**src/rtl/cache_repl_pkg.sv**
```systemverilog
// Shared types and size derivations for the multi-port cache replacement-state unit.
package cache_repl_pkg;

  typedef enum logic [1:0] {
    FIFO   = 2'd0,
    PLRU   = 2'd1,
    RROBIN = 2'd2
  } repl_policy_e;

  typedef enum logic [0:0] {
    StInit  = 1'b0,
    StReady = 1'b1
  } init_state_e;

  function automatic int unsigned calc_lines(int unsigned cache_size, int unsigned line_size,
                                             int unsigned num_banks, int unsigned num_ways);
    int unsigned lines;
    lines = cache_size / (line_size * num_banks * num_ways);
    return (lines > 0) ? lines : 1;
  endfunction

  function automatic int unsigned calc_lsb(int unsigned lines);
    return (lines > 1) ? $clog2(lines) : 1;
  endfunction

  function automatic int unsigned calc_wsw(int unsigned num_ways);
    return (num_ways > 1) ? $clog2(num_ways) : 1;
  endfunction

endpackage

```
**src/rtl/cache_repl_mp_if.sv**
```systemverilog
// Hit-update and victim request/response bundle between the pipeline and the replacement unit.
interface cache_repl_mp_if #(
  parameter int unsigned NumLookups = 2,
  parameter int unsigned Lsb        = 4,
  parameter int unsigned Wsw        = 2
);
  logic [NumLookups-1:0]          lookup_valid;
  logic [NumLookups-1:0][Lsb-1:0] lookup_line;
  logic [NumLookups-1:0][Wsw-1:0] lookup_way;
  logic                           repl_valid;
  logic                           repl_ready;
  logic [Lsb-1:0]                 repl_line;
  logic                           repl_rsp_valid;
  logic [Wsw-1:0]                 repl_way;

  modport master (
    output lookup_valid, lookup_line, lookup_way, repl_valid, repl_line,
    input  repl_ready, repl_rsp_valid, repl_way
  );

  modport slave (
    input  lookup_valid, lookup_line, lookup_way, repl_valid, repl_line,
    output repl_ready, repl_rsp_valid, repl_way
  );
endinterface

```
**src/rtl/cache_repl_plru_tree.sv**
```systemverilog
// Combinational PLRU helper: hit way -> (data, mask) tree update, and tree bits -> victim way.
module cache_repl_plru_tree
  import cache_repl_pkg::*;
#(
  parameter int unsigned NumWays  = 4,
  parameter int unsigned Wsw      = 2,
  parameter int unsigned TreeBits = 3
) (
  input  logic [Wsw-1:0]      way_i,
  input  logic [TreeBits-1:0] bits_i,
  output logic [TreeBits-1:0] data_o,
  output logic [TreeBits-1:0] mask_o,
  output logic [Wsw-1:0]      victim_o
);
  localparam int unsigned Levels = (NumWays > 1) ? $clog2(NumWays) : 0;
  localparam int unsigned NodeW  = (TreeBits > 1) ? $clog2(TreeBits) : 1;

  // Each node on the hit path points away from the hit way: bit=1 means "go right".
  always_comb begin
    int unsigned   node;
    logic          b;
    logic [Wsw-1:0] sh;
    data_o = '0;
    mask_o = '0;
    node   = 0;
    b      = 1'b0;
    sh     = '0;
    for (int unsigned lvl = 0; lvl < Levels; lvl++) begin
      sh                  = way_i >> (Levels - 1 - lvl);
      b                   = sh[0];
      mask_o[NodeW'(node)] = 1'b1;
      data_o[NodeW'(node)] = ~b;
      node                = 2 * node + 1 + 32'(b);
    end
  end

  always_comb begin
    int unsigned vnode;
    logic        vb;
    victim_o = '0;
    vnode    = 0;
    vb       = 1'b0;
    for (int unsigned lvl = 0; lvl < Levels; lvl++) begin
      vb       = bits_i[NodeW'(vnode)];
      victim_o = (victim_o << 1) | Wsw'(vb);
      vnode    = 2 * vnode + 1 + 32'(vb);
    end
  end

endmodule

```
**src/rtl/cache_repl_mp.sv**
```systemverilog
// Multi-port replacement-state unit for one cache bank: init sweep, per-set PLRU/FIFO state or a
// global round-robin counter, port-ordered hit merge and a one-cycle victim response register.
module cache_repl_mp
  import cache_repl_pkg::*;
#(
  parameter int unsigned  CACHE_SIZE  = 1024,
  parameter int unsigned  LINE_SIZE   = 64,
  parameter int unsigned  NUM_BANKS   = 1,
  parameter int unsigned  NUM_WAYS    = 4,
  parameter int unsigned  NUM_LOOKUPS = 2,
  parameter repl_policy_e REPL_POLICY = PLRU
) (
  input  logic           clk,
  input  logic           reset,
  input  logic           stall,
  input  logic           flush,
  output logic           init_done,
  cache_repl_mp_if.slave repl_if
);
  localparam int unsigned Lines    = calc_lines(CACHE_SIZE, LINE_SIZE, NUM_BANKS, NUM_WAYS);
  localparam int unsigned Lsb      = calc_lsb(Lines);
  localparam int unsigned Wsw      = calc_wsw(NUM_WAYS);
  localparam int unsigned TreeBits = (NUM_WAYS > 1) ? NUM_WAYS - 1 : 1;
  localparam logic [Lsb-1:0] LastLine = Lsb'(Lines - 1);
  localparam logic [Wsw-1:0] LastWay  = Wsw'(NUM_WAYS - 1);

  init_state_e    state_q, state_d;
  logic [Lsb-1:0] cnt_q, cnt_d;
  logic           sweep_we;

  always_ff @(posedge clk) begin
    if (reset) begin
      state_q <= StInit;
      cnt_q   <= '0;
    end else begin
      state_q <= state_d;
      cnt_q   <= cnt_d;
    end
  end

  always_comb begin
    state_d = state_q;
    cnt_d   = cnt_q;
    unique case (state_q)
      StInit: begin
        if (flush) begin
          cnt_d = '0;
        end else if (cnt_q == LastLine) begin
          state_d = StReady;
          cnt_d   = '0;
        end else begin
          cnt_d = cnt_q + 1'b1;
        end
      end
      StReady: begin
        if (flush) begin
          state_d = StInit;
          cnt_d   = '0;
        end
      end
      default: state_d = StInit;
    endcase
  end

  always_comb begin
    init_done = (state_q == StReady);
    sweep_we  = (state_q == StInit) && !flush;
  end

  logic req_accept;
  assign repl_if.repl_ready = init_done & ~stall;
  assign req_accept         = repl_if.repl_valid & repl_if.repl_ready;

  logic [TreeBits-1:0] plru_q [Lines];
  logic [TreeBits-1:0] plru_d [Lines];
  logic [Wsw-1:0]      fifo_q [Lines];
  logic [Wsw-1:0]      fifo_d [Lines];

  logic [NUM_LOOKUPS-1:0][TreeBits-1:0] upd_data, upd_mask;
  logic [NUM_LOOKUPS-1:0][Wsw-1:0]      unused_lk_victim;
  logic [TreeBits-1:0]                  unused_enc_data, unused_enc_mask;
  logic [Wsw-1:0]                       plru_victim;

  for (genvar p = 0; p < NUM_LOOKUPS; p++) begin : g_lk
    cache_repl_plru_tree #(
      .NumWays (NUM_WAYS),
      .Wsw     (Wsw),
      .TreeBits(TreeBits)
    ) u_upd (
      .way_i   (repl_if.lookup_way[p]),
      .bits_i  ('0),
      .data_o  (upd_data[p]),
      .mask_o  (upd_mask[p]),
      .victim_o(unused_lk_victim[p])
    );
  end

  cache_repl_plru_tree #(
    .NumWays (NUM_WAYS),
    .Wsw     (Wsw),
    .TreeBits(TreeBits)
  ) u_enc (
    .way_i   ('0),
    .bits_i  (plru_q[repl_if.repl_line]),
    .data_o  (unused_enc_data),
    .mask_o  (unused_enc_mask),
    .victim_o(plru_victim)
  );

  always_ff @(posedge clk) begin
    plru_q <= plru_d;
    fifo_q <= fifo_d;
  end

  // Ports applied in index order so the highest port wins on overlapping tree bits.
  always_comb begin
    plru_d = plru_q;
    fifo_d = fifo_q;
    if (sweep_we) begin
      plru_d[cnt_q] = '0;
      fifo_d[cnt_q] = '0;
    end else if (init_done) begin
      if (REPL_POLICY == PLRU) begin
        for (int p = 0; p < NUM_LOOKUPS; p++) begin
          if (repl_if.lookup_valid[p]) begin
            plru_d[repl_if.lookup_line[p]] = (plru_d[repl_if.lookup_line[p]] & ~upd_mask[p]) |
                                             (upd_data[p] & upd_mask[p]);
          end
        end
      end
      if ((REPL_POLICY == FIFO) && req_accept) begin
        fifo_d[repl_if.repl_line] = (fifo_q[repl_if.repl_line] == LastWay) ? '0 :
                                    fifo_q[repl_if.repl_line] + 1'b1;
      end
    end
  end

  logic [Wsw-1:0] rr_q, rr_d;
  logic [Wsw-1:0] victim;
  logic           rsp_valid_q, rsp_valid_d;
  logic [Wsw-1:0] way_q, way_d;

  always_comb begin
    victim = '0;
    if (NUM_WAYS > 1) begin
      case (REPL_POLICY)
        FIFO:    victim = fifo_q[repl_if.repl_line];
        PLRU:    victim = plru_victim;
        RROBIN:  victim = rr_q;
        default: victim = '0;
      endcase
    end
  end

  always_comb begin
    rr_d        = rr_q;
    rsp_valid_d = rsp_valid_q;
    way_d       = way_q;
    if (init_done && !stall) begin
      rr_d = (rr_q == LastWay) ? '0 : rr_q + 1'b1;
    end
    if (!stall) begin
      rsp_valid_d = req_accept;
      if (req_accept) begin
        way_d = victim;
      end
    end
  end

  always_ff @(posedge clk) begin
    if (reset) begin
      rr_q        <= '0;
      rsp_valid_q <= 1'b0;
      way_q       <= '0;
    end else begin
      rr_q        <= rr_d;
      rsp_valid_q <= rsp_valid_d;
      way_q       <= way_d;
    end
  end

  assign repl_if.repl_rsp_valid = rsp_valid_q;
  assign repl_if.repl_way       = way_q;

endmodule

```
**src/flat_wrapper.sv**
```systemverilog
// flat-port wrapper written by rule: the top's interface ports become plain ports
module cache_repl_mp_flat import cache_repl_pkg::*;
#(
  parameter int unsigned  CACHE_SIZE  = 1024,
  parameter int unsigned  LINE_SIZE   = 64,
  parameter int unsigned  NUM_BANKS   = 1,
  parameter int unsigned  NUM_WAYS    = 4,
  parameter int unsigned  NUM_LOOKUPS = 2,
  parameter repl_policy_e REPL_POLICY = PLRU
)
  (clk, reset, stall, flush, init_done, repl_if_lookup_valid, repl_if_lookup_line, repl_if_lookup_way, repl_if_repl_valid, repl_if_repl_line, repl_if_repl_ready, repl_if_repl_rsp_valid, repl_if_repl_way);
  cache_repl_mp_if #(.NumLookups((2)), .Lsb((4)), .Wsw((2))) repl_if_i ();
  input  logic clk;
  input  logic reset;
  input  logic stall;
  input  logic flush;
  output logic init_done;
  input wire logic [$bits(repl_if_i.lookup_valid)-1:0] repl_if_lookup_valid;
  input wire logic [$bits(repl_if_i.lookup_line)-1:0] repl_if_lookup_line;
  input wire logic [$bits(repl_if_i.lookup_way)-1:0] repl_if_lookup_way;
  input wire logic [$bits(repl_if_i.repl_valid)-1:0] repl_if_repl_valid;
  input wire logic [$bits(repl_if_i.repl_line)-1:0] repl_if_repl_line;
  output wire logic [$bits(repl_if_i.repl_ready)-1:0] repl_if_repl_ready;
  output wire logic [$bits(repl_if_i.repl_rsp_valid)-1:0] repl_if_repl_rsp_valid;
  output wire logic [$bits(repl_if_i.repl_way)-1:0] repl_if_repl_way;
  assign repl_if_i.lookup_valid = repl_if_lookup_valid;
  assign repl_if_i.lookup_line = repl_if_lookup_line;
  assign repl_if_i.lookup_way = repl_if_lookup_way;
  assign repl_if_i.repl_valid = repl_if_repl_valid;
  assign repl_if_i.repl_line = repl_if_repl_line;
  assign repl_if_repl_ready = repl_if_i.repl_ready;
  assign repl_if_repl_rsp_valid = repl_if_i.repl_rsp_valid;
  assign repl_if_repl_way = repl_if_i.repl_way;
  cache_repl_mp #(.CACHE_SIZE(CACHE_SIZE), .LINE_SIZE(LINE_SIZE), .NUM_BANKS(NUM_BANKS), .NUM_WAYS(NUM_WAYS), .NUM_LOOKUPS(NUM_LOOKUPS), .REPL_POLICY(REPL_POLICY)) u_core (.clk(clk), .reset(reset), .stall(stall), .flush(flush), .init_done(init_done), .repl_if(repl_if_i));
endmodule
```
**config.mk**
```make
export PLATFORM = sky130hd
export DESIGN_NAME = cache_repl_mp_flat
export DESIGN_NICKNAME = d
export VERILOG_FILES = /design/src/rtl/cache_repl_pkg.sv /design/src/rtl/cache_repl_mp_if.sv /design/src/rtl/cache_repl_plru_tree.sv /design/src/rtl/cache_repl_mp.sv /design/src/flat_wrapper.sv
export SDC_FILE = /design/constraint.sdc
export NUM_CORES = 1
export LEC_CHECK = 0
export CORE_MARGIN = 2
export CORE_UTILIZATION = 25
export CTS_CLUSTER_DIAMETER = 100
export DETAILED_ROUTE_END_ITERATION = 6
export GPL_TIMING_DRIVEN = 0
export PLACE_DENSITY = 0.49
export REMOVE_ABC_BUFFERS = 1
export SYNTH_ARGS = -nofsm -noshare
export SYNTH_HDL_FRONTEND = slang
export SYNTH_SLANG_ARGS = --single-unit
```
**constraint.sdc**
```tcl
create_clock -name clk -period 2.7 [get_ports clk]
set_clock_uncertainty 0.1 [all_clocks]
set_input_delay 0.81 -clock clk [delete_from_list [all_inputs] [get_ports clk]]
set_output_delay 0.81 -clock clk [all_outputs]
set_load 0.05 [all_outputs]
```
== Word-level counts from Yosys, hierarchy flattened ==
Index checks and enable logic that the tools add are counted.
Storage, ports and cells
  input port bits: 23
  output and inout bits: 5
  logic and storage cells: 97
  bits in registers: 18
Operators by class
  mux-type cells: 39
  bitwise gates (word level): 23
  magnitude comparators: 12
  add/subtract/negate cells: 4
  reductions and logical operators: 9
  equal/unequal tests: 2
Operators with widths (count)
  12-bit two-way mux: 6
  3-bit two-way mux: 9
  12-bit bitwise mux: 2
  3-bit binary-select mux with 2-bit select: 3
  3-bit demux with 2-bit select: 3
  5-bit by 3-bit >= comparator with 1-bit output (second input constant): 3
  4-bit inverter with 5-bit output: 3
  12-bit bitwise AND: 1
  3-bit bitwise AND: 4
  12-bit inverter: 1
  5-bit by 1-bit less-than comparator with 1-bit output (second input constant): 2
  2-bit by 3-bit less-than comparator with 1-bit output (second input constant): 3
  1-bit by 1-bit adder with 2-bit output (first input constant): 3
  3-bit bitwise mux: 2
  1-bit logical AND: 6
  1-bit two-way mux: 6
  2-bit two-way mux: 3
  1-bit inverter: 6
  3-bit inverter: 2
  3-bit bitwise OR: 2
  1-bit demux with 2-bit select: 2
  2-bit by 1-bit >= comparator with 1-bit output (second input constant): 2
  2-bit one-hot mux with 2 select lines: 1
  3-bit >= comparator (second input constant): 1
  12 further kinds: 13

== Logic depth before layout (Yosys ltp) ==
Gate-level depths: netlist of run 1.
  depth in word-level cells: 21
  mapped depth: 7
  gate-level depth less buffers: 6

== Cells and area by module ==
A second synthesis of run 1 with hierarchy kept.
Second synthesis, totals
  cells, all modules: 201
  area, all modules: 1760.4 µm²
By module, submodules not included
  cache_repl_mp: sequential area each 480.5 µm², cells each 174, area an instance 1572.8 µm², times used 1
  cache_repl_plru_tree: sequential area each 0.0 µm², cells each 9, area an instance 62.6 µm², times used 3

== Worst setup path after synthesis of run 1 ==
OpenSTA, ideal clock, no wires.
  kind: reg2out
  start point: reg u_core.state_q, in the netlist u_core.init_done
  end point: out repl_if_repl_ready
  setup slack: 0.099 ns
  data required time: 1.790 ns
  arrival: 1.691 ns
  path buffers: 1
  cell stages (with the launch flop): 3
  cell sequence: dfxtp_1 > clkbuf_1 > nor2b_1
Between the ends
  word-level cells in the longest chain between the ends: 1
Ends and longest elaborated chain
  start, declared: line cache_repl_mp.sv:27  | init_state_e state_q, state_d;
  start signal, assigned: line cache_repl_mp.sv:33  | state_q <= StInit;
  start signal, assigned: line cache_repl_mp.sv:36  | state_q <= state_d;
  1-bit bitwise AND: line cache_repl_mp.sv:71  | assign repl_if.repl_ready = init_done & ~stall;
  end, declared: line flat_wrapper.sv:23  | output wire logic [$bits(repl_if_i.repl_ready)-1:0] repl_if_repl_ready;
Every way passes these cells.

==> results.md, run 1 <==
* Outcome: finished clean
* Top Ports at 28
* Area delta synth->final at 26.6%
* Yosys reg bits at 18
* Post-synth top area share at between 20% and 30%
* 1st-pass router iterations at 4
* Final Util at 33.1%
* Final nets at around 230
* Residual DRC count at 0
* First-pass GRT wire length at approximately 7.5 mm
* Crit path kind: input port to register
* Cells after Synth at ~180
* Area leader, netlist: edfxtp_1
* WP data arrival at roughly 2.5 ns
* Core box area at 0.00599 mm2
* Lkg Pwr at 0.670 nW
* Least-Margin Pin Slew at around 0.64 ns
* Worst Path Max Fanout at 8
* Routed wire length per instance at between 15 and 20 um
* Drt total wl at between 4 and 5 mm
* Pin count of the biggest net entering global routing at 17
* Detailed placer's ending HPWL at between 3 and 4 mm
* Post-synth EDFFs at 12
* Layout cell share with drive strength beyond 1 at approximately 14%
* Placed Area at ~0.0019 mm2
* Post-synthesis sequential area ratio at 30.7%
* TritonCTS Sinks at 18
* CTS max path bufs at 2
* Die Area at between 0.006 and 0.007 mm2
* Worst hold path class: register to register
* Starting Density at a little over a quarter
* Endpoints failing hold at 0
* Footprint of the multi-input gates at around 0.0011 mm2
* Top_reg_cell synth: edfxtp_1
* # diodes at 0
* Reg area at 480 um2
* Antenna-violating nets left at 0
* Vias in the first global route at about 1,500
* Overall power at 0.000747 W
* Total global routing track utilization at a little over an eighth
* Critical Path RT at between 2 and 3 ns
* Die width at a little over 80 um
* Synth cell types at 48
* Root Driver: clkbuf_8
* Critical path launch point type: input port
* Crit end category: register
* Cell row count at 28
* Worst-Skew Late Latency at roughly 0.26 ns
* H-tree depth at 1
* Max cap viols at 0
* Most common cell after layout, fill and taps aside: nand2_1
* Vias after detailed routing at between 1,500 and 2,000
* Fin. max-slew vios at 0
* Max_slew headroom at 57.4%
* Fin area at 0.00198 mm2
* Min cycle time layout at approximately 2.6 ns
* Peak VDD IR at 0.222 mV
* F_max at about 380 MHz
* Clock edge transition at the registers on the reported setup and hold paths at approximately 0.070 ns
* Most frequent cells in the layout: nand2_1, clkdlybuf4s50_1, nor2_1, o21ai_1
* Post-CTS Hold Fix Bufs at 0
* Top cells by area, synth: edfxtp_1, dfxtp_1, mux2i_1, nand2_1, mux4_2
* Final setup vio count at 0
* Vias per inst at 5.43
* RSZ-0062 raised after global routing: false
* Asr flop ratio synth at 0%
* Total number of yosys warnings at 0
* Mapped Area at 0.00156 mm2
* First DRT Iteration DRCs at approximately 130
* FILL cells at roughly 640
* Initial antenna violation count at 0
* Hold Slack at around 0.35 ns
* GR Overflow Total at 0
* Routability Congestion at 0.860
* Avg Inst Size Synth at between 8 and 9 um2
* TritonCTS clock tree: built
* Die height at 83.1 um
* IO buf count at 25
* Final worst-path cycle share at 96.3%
* PwrDens at ~380 mW/mm2
* CTS Buf Count at 3
[logic make-up (layout without fill, tap and decap cells)]
kind of cell               Yosys count  in the layout  share of synthesized area [%]
AOI/OAI and AO/OA                   52             52                           21.4
buffers and inverters               15             39                           3.60
and+or+nand+nor                     78             78                           28.8
DFF                                 18             18                           30.7
muxes                               15             15                           12.3
adders and majority gates            4              4                           3.20
[repair_timing]
action                     4_1_cts  5_1_grt
buffers inserted                 3        0
pin swaps                        3        1
setup endpoints to repair       11        7
gates cloned                     0        0
gates resized for setup         19        7
[power by group]
part | total [W] | switching, W | internal, W | leakage (nW)
sequential | 0.000339 | 0.0000229 | 0.000316 | 0.170
clock | 0.000226 | 0.0000967 | 0.000130 | 0.0288
combinational | 0.000181 | 0.0000966 | 0.0000848 | 0.471
total | 0.000747 | 0.000216 | 0.000531 | 0.670
[state kept, by name, summed over array words and instances (netlist names)]
name,flops
u_core.plru_q,12
u_core.cnt_q,2
u_core.repl_if.repl_way,2
u_core.init_done,1
u_core.repl_if.repl_rsp_valid,1
[worst paths after layout]
| check | cells past startpoint | startpoint | slack [ns] | to |
|---|---|---|---|---|
| setup / recovery | 6 | repl_if_lookup_line[1] | 0.10 | u_core.plru_q[2]$_DFFE_PP_ |
| hold / removal | 2 | u_core.repl_if.repl_rsp_valid$_SDFFE_PP0N_ | 0.35 | u_core.repl_if.repl_rsp_valid$_SDFFE_PP0N_ |
| setup reg to reg | 5 | u_core.plru_q[8]$_DFFE_PP_ | 0.59 | u_core.plru_q[2]$_DFFE_PP_ |
| hold reg to reg | 2 | u_core.repl_if.repl_rsp_valid$_SDFFE_PP0N_ | 0.35 | u_core.repl_if.repl_rsp_valid$_SDFFE_PP0N_ |
[per-layer routing]
metal / global-route usage [%] / share of wire, % / up-vias
met5: 0 / 0 / -
met4: 3.43 / 2.7 / 0
met3: 3.08 / 5.2 / 10
met2: 21.7 / 45 / 50
met1: 18.5 / 47 / 723
li1: - / - / 742
[synth_stat cells (2+ instances only)]
library cell and number:
nand2b_1 5, mux2i_1 8, o211ai_1 3, a21oi_1 12, nand3b_1 2, o221ai_1 2, and2_1 3, edfxtp_1 12
mux2_2 3, a211oi_1 5, o22ai_1 2, dfxtp_1 6, nand3_1 7, clkbuf_1 7, nor2_1 14, mux4_2 3
ha_1 4, o21ai_0 2, o31ai_1 2, a22oi_1 3, nand2_1 19, inv_1 6, nor3_1 9, nor2b_1 6
a32oi_1 2, o21ai_1 13
[critical path: stages]
cell and delay (ns):
dlygate4sd2_1 0.42, and4bb_2 0.37, a21oi_1 0.09, a311o_1 0.31, nor4_4 0.36, o21ai_1 0.13
[metrics by stage]
step,std cells,setup slack (ns),TNS [ns]
floorplan,174,0.219,0
global placement,274,-0.800,-7.39
global route,281,0.0253,0
CTS,281,0.0325,0
finish,281,0.100,0
detailed placement,274,-0.754,-6.95
[area by class of cell]
class,instances,share of cell area [%]
multi-input cells,149,53.7
flip-flops and latches,18,24.3
repair buffers,28,13.2
well taps,75,4.74
clock buffers,4,2.78
inverters,7,1.33
No activity file was read; power rests on OpenSTA's default activity.
==> run 2: changes to the inputs <==
Settings changed: MAX_ROUTING_LAYER set to met4.
==> results.md, run 2 (same netlist as run 1, synthesis figures left out) <==
* Fin. max-slew vios at 0 (unchanged)
* CP max stage cell: or4b_4 (was dlygate4sd2_1)
* Least-Margin Pin Slew at 0.650 ns (was 0.639 ns)
* Min cycle time layout at 2.62 ns (was 2.60 ns)
* Layout cell share with drive strength beyond 1 at 15.5% (was 14.1%)
* Worst-Skew Late Latency at 0.27 ns (was 0.26 ns)
* Routability Congestion at 0.863 (was 0.860)
* Net Sw Power at 0.000229 W (was 0.000216 W)
* HP Start: u_core.repl_if.repl_rsp_valid$_SDFFE_PP0N_ (unchanged)
* First-pass GRT wire length at 7.62 mm (was 7.51 mm)
* F_max at 381 MHz (was 385 MHz)
* Total global routing track utilization at 14.3% (was 13.6%)
* Endpoints failing hold at 0 (unchanged)
* Worst r2r path cells at 5 (unchanged)
* Max reg flops at 12 (unchanged)
* Pin count of the biggest net entering global routing at 17 (unchanged)
* Routed wire length per instance at 16.9 um (was 16.5 um)
* Most frequent cells in the layout: nand2_1, clkdlybuf4s50_1, o21ai_1 (was nand2_1, clkdlybuf4s50_1, nor2_1, o21ai_1)
* Clock edge transition at the registers on the reported setup and hold paths at 0.08 ns (was 0.07 ns)
* CTS max path bufs at 2 (unchanged)
* Die width at 83.1 um (unchanged)
* Worst setup startpoint: repl_if_lookup_line[2] (was repl_if_lookup_line[1])
* Switch share at 30.1% (was 28.9%)
* Die Area at 0.00690 mm2 (unchanged)
* Register share of total power at 44.5% (was 45.4%)
* Comb pwr share at 23.9% (was 24.3%)
* Drt total wl at 4.75 mm (was 4.64 mm)
* Placed Cells at 274 (unchanged)
* Worst path buffer plus inverter count at 1 (unchanged)
* Worst Path Max Fanout at 5 (was 8)
* First DRT Iteration DRCs at 131 (was 133)
* Worst path top cell family by delay: simple AND/OR/NAND/NOR gates (unchanged)
* Fin cells at 281 (unchanged)
* Worst hold path class: register to register (unchanged)
* Residual DRC count at 0 (unchanged)
* Crit end category: register (unchanged)
* WP data arrival at 2.54 ns (was 2.50 ns)
* CTS Buf Count at 3 (unchanged)
* Worst path cell trace: dlygate4sd2_1, or4b_4, nor3_4, mux2i_1, o2111a_2, o21ai_1 (was dlygate4sd2_1, and4bb_2, a21oi_1, a311o_1, nor4_4, o21ai_1)
* TritonCTS Sinks at 18 (unchanged)
* Final Util at 33.1% (about the same)
* Root Driver: clkbuf_8 (unchanged)
* Antenna-violating nets left at 0 (unchanged)
* Fin area at 0.00198 mm2 (about the same)
* Area delta synth->final at 26.8% (was 26.6%)
* Most common cell after layout, fill and taps aside: nand2_1 (unchanged)
* Top Ports at 28 (unchanged)
* Placed Area at 0.00188 mm2 (unchanged)
* Core box area at 0.00599 mm2 (unchanged)
* RSZ-0062 raised after global routing: false (unchanged)
* TritonCTS clock tree: built (unchanged)
* Max_slew headroom at 56.7% (was 57.4%)
* GR Overflow Total at 0 (unchanged)
* Final worst-path cycle share at 97.2% (was 96.3%)
* Vias in the first global route at 1,416 (was 1,456)
* Clk pwr share at 31.5% (was 30.3%)
* Worst hold path depth at 2 (unchanged)
* Crit path kind: input port to register (unchanged)
* Post-CTS Hold Fix Bufs at 0 (unchanged)
* H-tree depth at 1 (unchanged)
* Starting Density at 26.1% (unchanged)
* IO buf count at 25 (unchanged)
* Largest stage delay, worst path at 0.60 ns (was 0.42 ns)
* Peak VDD IR at 0.160 mV (was 0.222 mV)
* Vias per inst at 5.46 (was 5.43)
* Internal power at 0.000531 W (about the same)
* Vias after detailed routing at 1,535 (was 1,525)
* Critical Path RT at 2.61 ns (was 2.60 ns)
* PwrDens at 384 mW/mm2 (was 377 mW/mm2)
* 1st-pass router iterations at 4 (unchanged)
* FF-to-FF Start: u_core.plru_q[8]$_DFFE_PP_ (unchanged)
* Top reg by flops: u_core.plru_q (unchanged)
* Lkg Pwr at 0.685 nW (was 0.670 nW)
* Detailed placer's ending HPWL at 3.57 mm (was 3.52 mm)
* Die height at 83.1 um (unchanged)
* Max cap viols at 0 (unchanged)
* Outcome: finished clean (unchanged)
* Final setup vio count at 0 (unchanged)
* Initial antenna violation count at 0 (unchanged)
* Cell row count at 28 (unchanged)
* # diodes at 0 (unchanged)
* Critical path launch point type: input port (unchanged)
* CP Depth at 6 (unchanged)
* Final nets at 234 (unchanged)
run 2: changes by cell type in the layout (fill, tap and decap cells not counted), sizes merged:
cell	delta
dlymetal6s2s	+2
dlygate4sd2	-4
clkbuf	+2
run 2: metal layers:
metal | vias up | track usage (%) | share of wire, %
met1 | 728 | 19.0 | 47
met3 | 10 | 2.68 | 5.0
met2 | 53 | 21.9 | 46
li1 | 744 | - | -
met4 | 0 | 4.62 | 2.3
met5 | - | - | 0
run 2: through the flow:
stage / setup slack, ns / setup TNS [ns] / total power (W) / hold WS (ns)
3_5_place_dp: -0.765 / -7.03 / 0.000522 / 0.347
3_3_place_gp: -0.804 / -7.43 / 0.000523 / 0.346
2_1_floorplan: 0.219 / 0 / 0.000437 / 0.431
6_report: 0.0759 / 0 / 0.000761 / 0.355
4_1_cts: -0.0223 / -0.0223 / 0.000762 / 0.358
5_1_grt: 0.00922 / 0 / 0.000797 / 0.372
run 2: tightest hold or removal path, delay by kind of cell, from the launching register on:
kind / cells / cell delay [ns]
AND/OR/NAND/NOR: 1 / 0.05
flip-flops: 1 / 0.31
AO/OA/AOI/OAI: 1 / 0.05
run 2: path summary, 6_finish.rpt:
check | slack, ns | to
worst max-delay path | 0.08 | u_core.plru_q[10]$_DFFE_PP_
worst min-delay path | 0.36 | u_core.repl_if.repl_rsp_valid$_SDFFE_PP0N_
worst max register to register | 0.58 | u_core.plru_q[11]$_DFFE_PP_
worst min register to register | 0.36 | u_core.repl_if.repl_rsp_valid$_SDFFE_PP0N_
run 2: power by group through the flow:
stage	sequential [W]	clock (W)	combinational, W
CTS	0.000338	0.000244	0.000181
finish	0.000339	0.000240	0.000182
global route	0.000341	0.000254	0.000201
global placement	0.000345	0	0.000178
detailed placement	0.000345	0	0.000177
floorplan	0.000335	0	0.000102
run 2: what timing repair did:
item / CTS / global route
buffers inserted: 2 / 1
resized for setup: 17 / 14
endpoints found under the setup margin: 11 / 8
pin swaps: 3 / 3
run 2: area by class of cell:
type,count,area [um2]
tap,75,93.8
timing repair buffer,28,262
inverter,7,26.3
sequential,18,480
fill,634,4010
multi-input combinational,149,1070
clock buffer,4,55.1
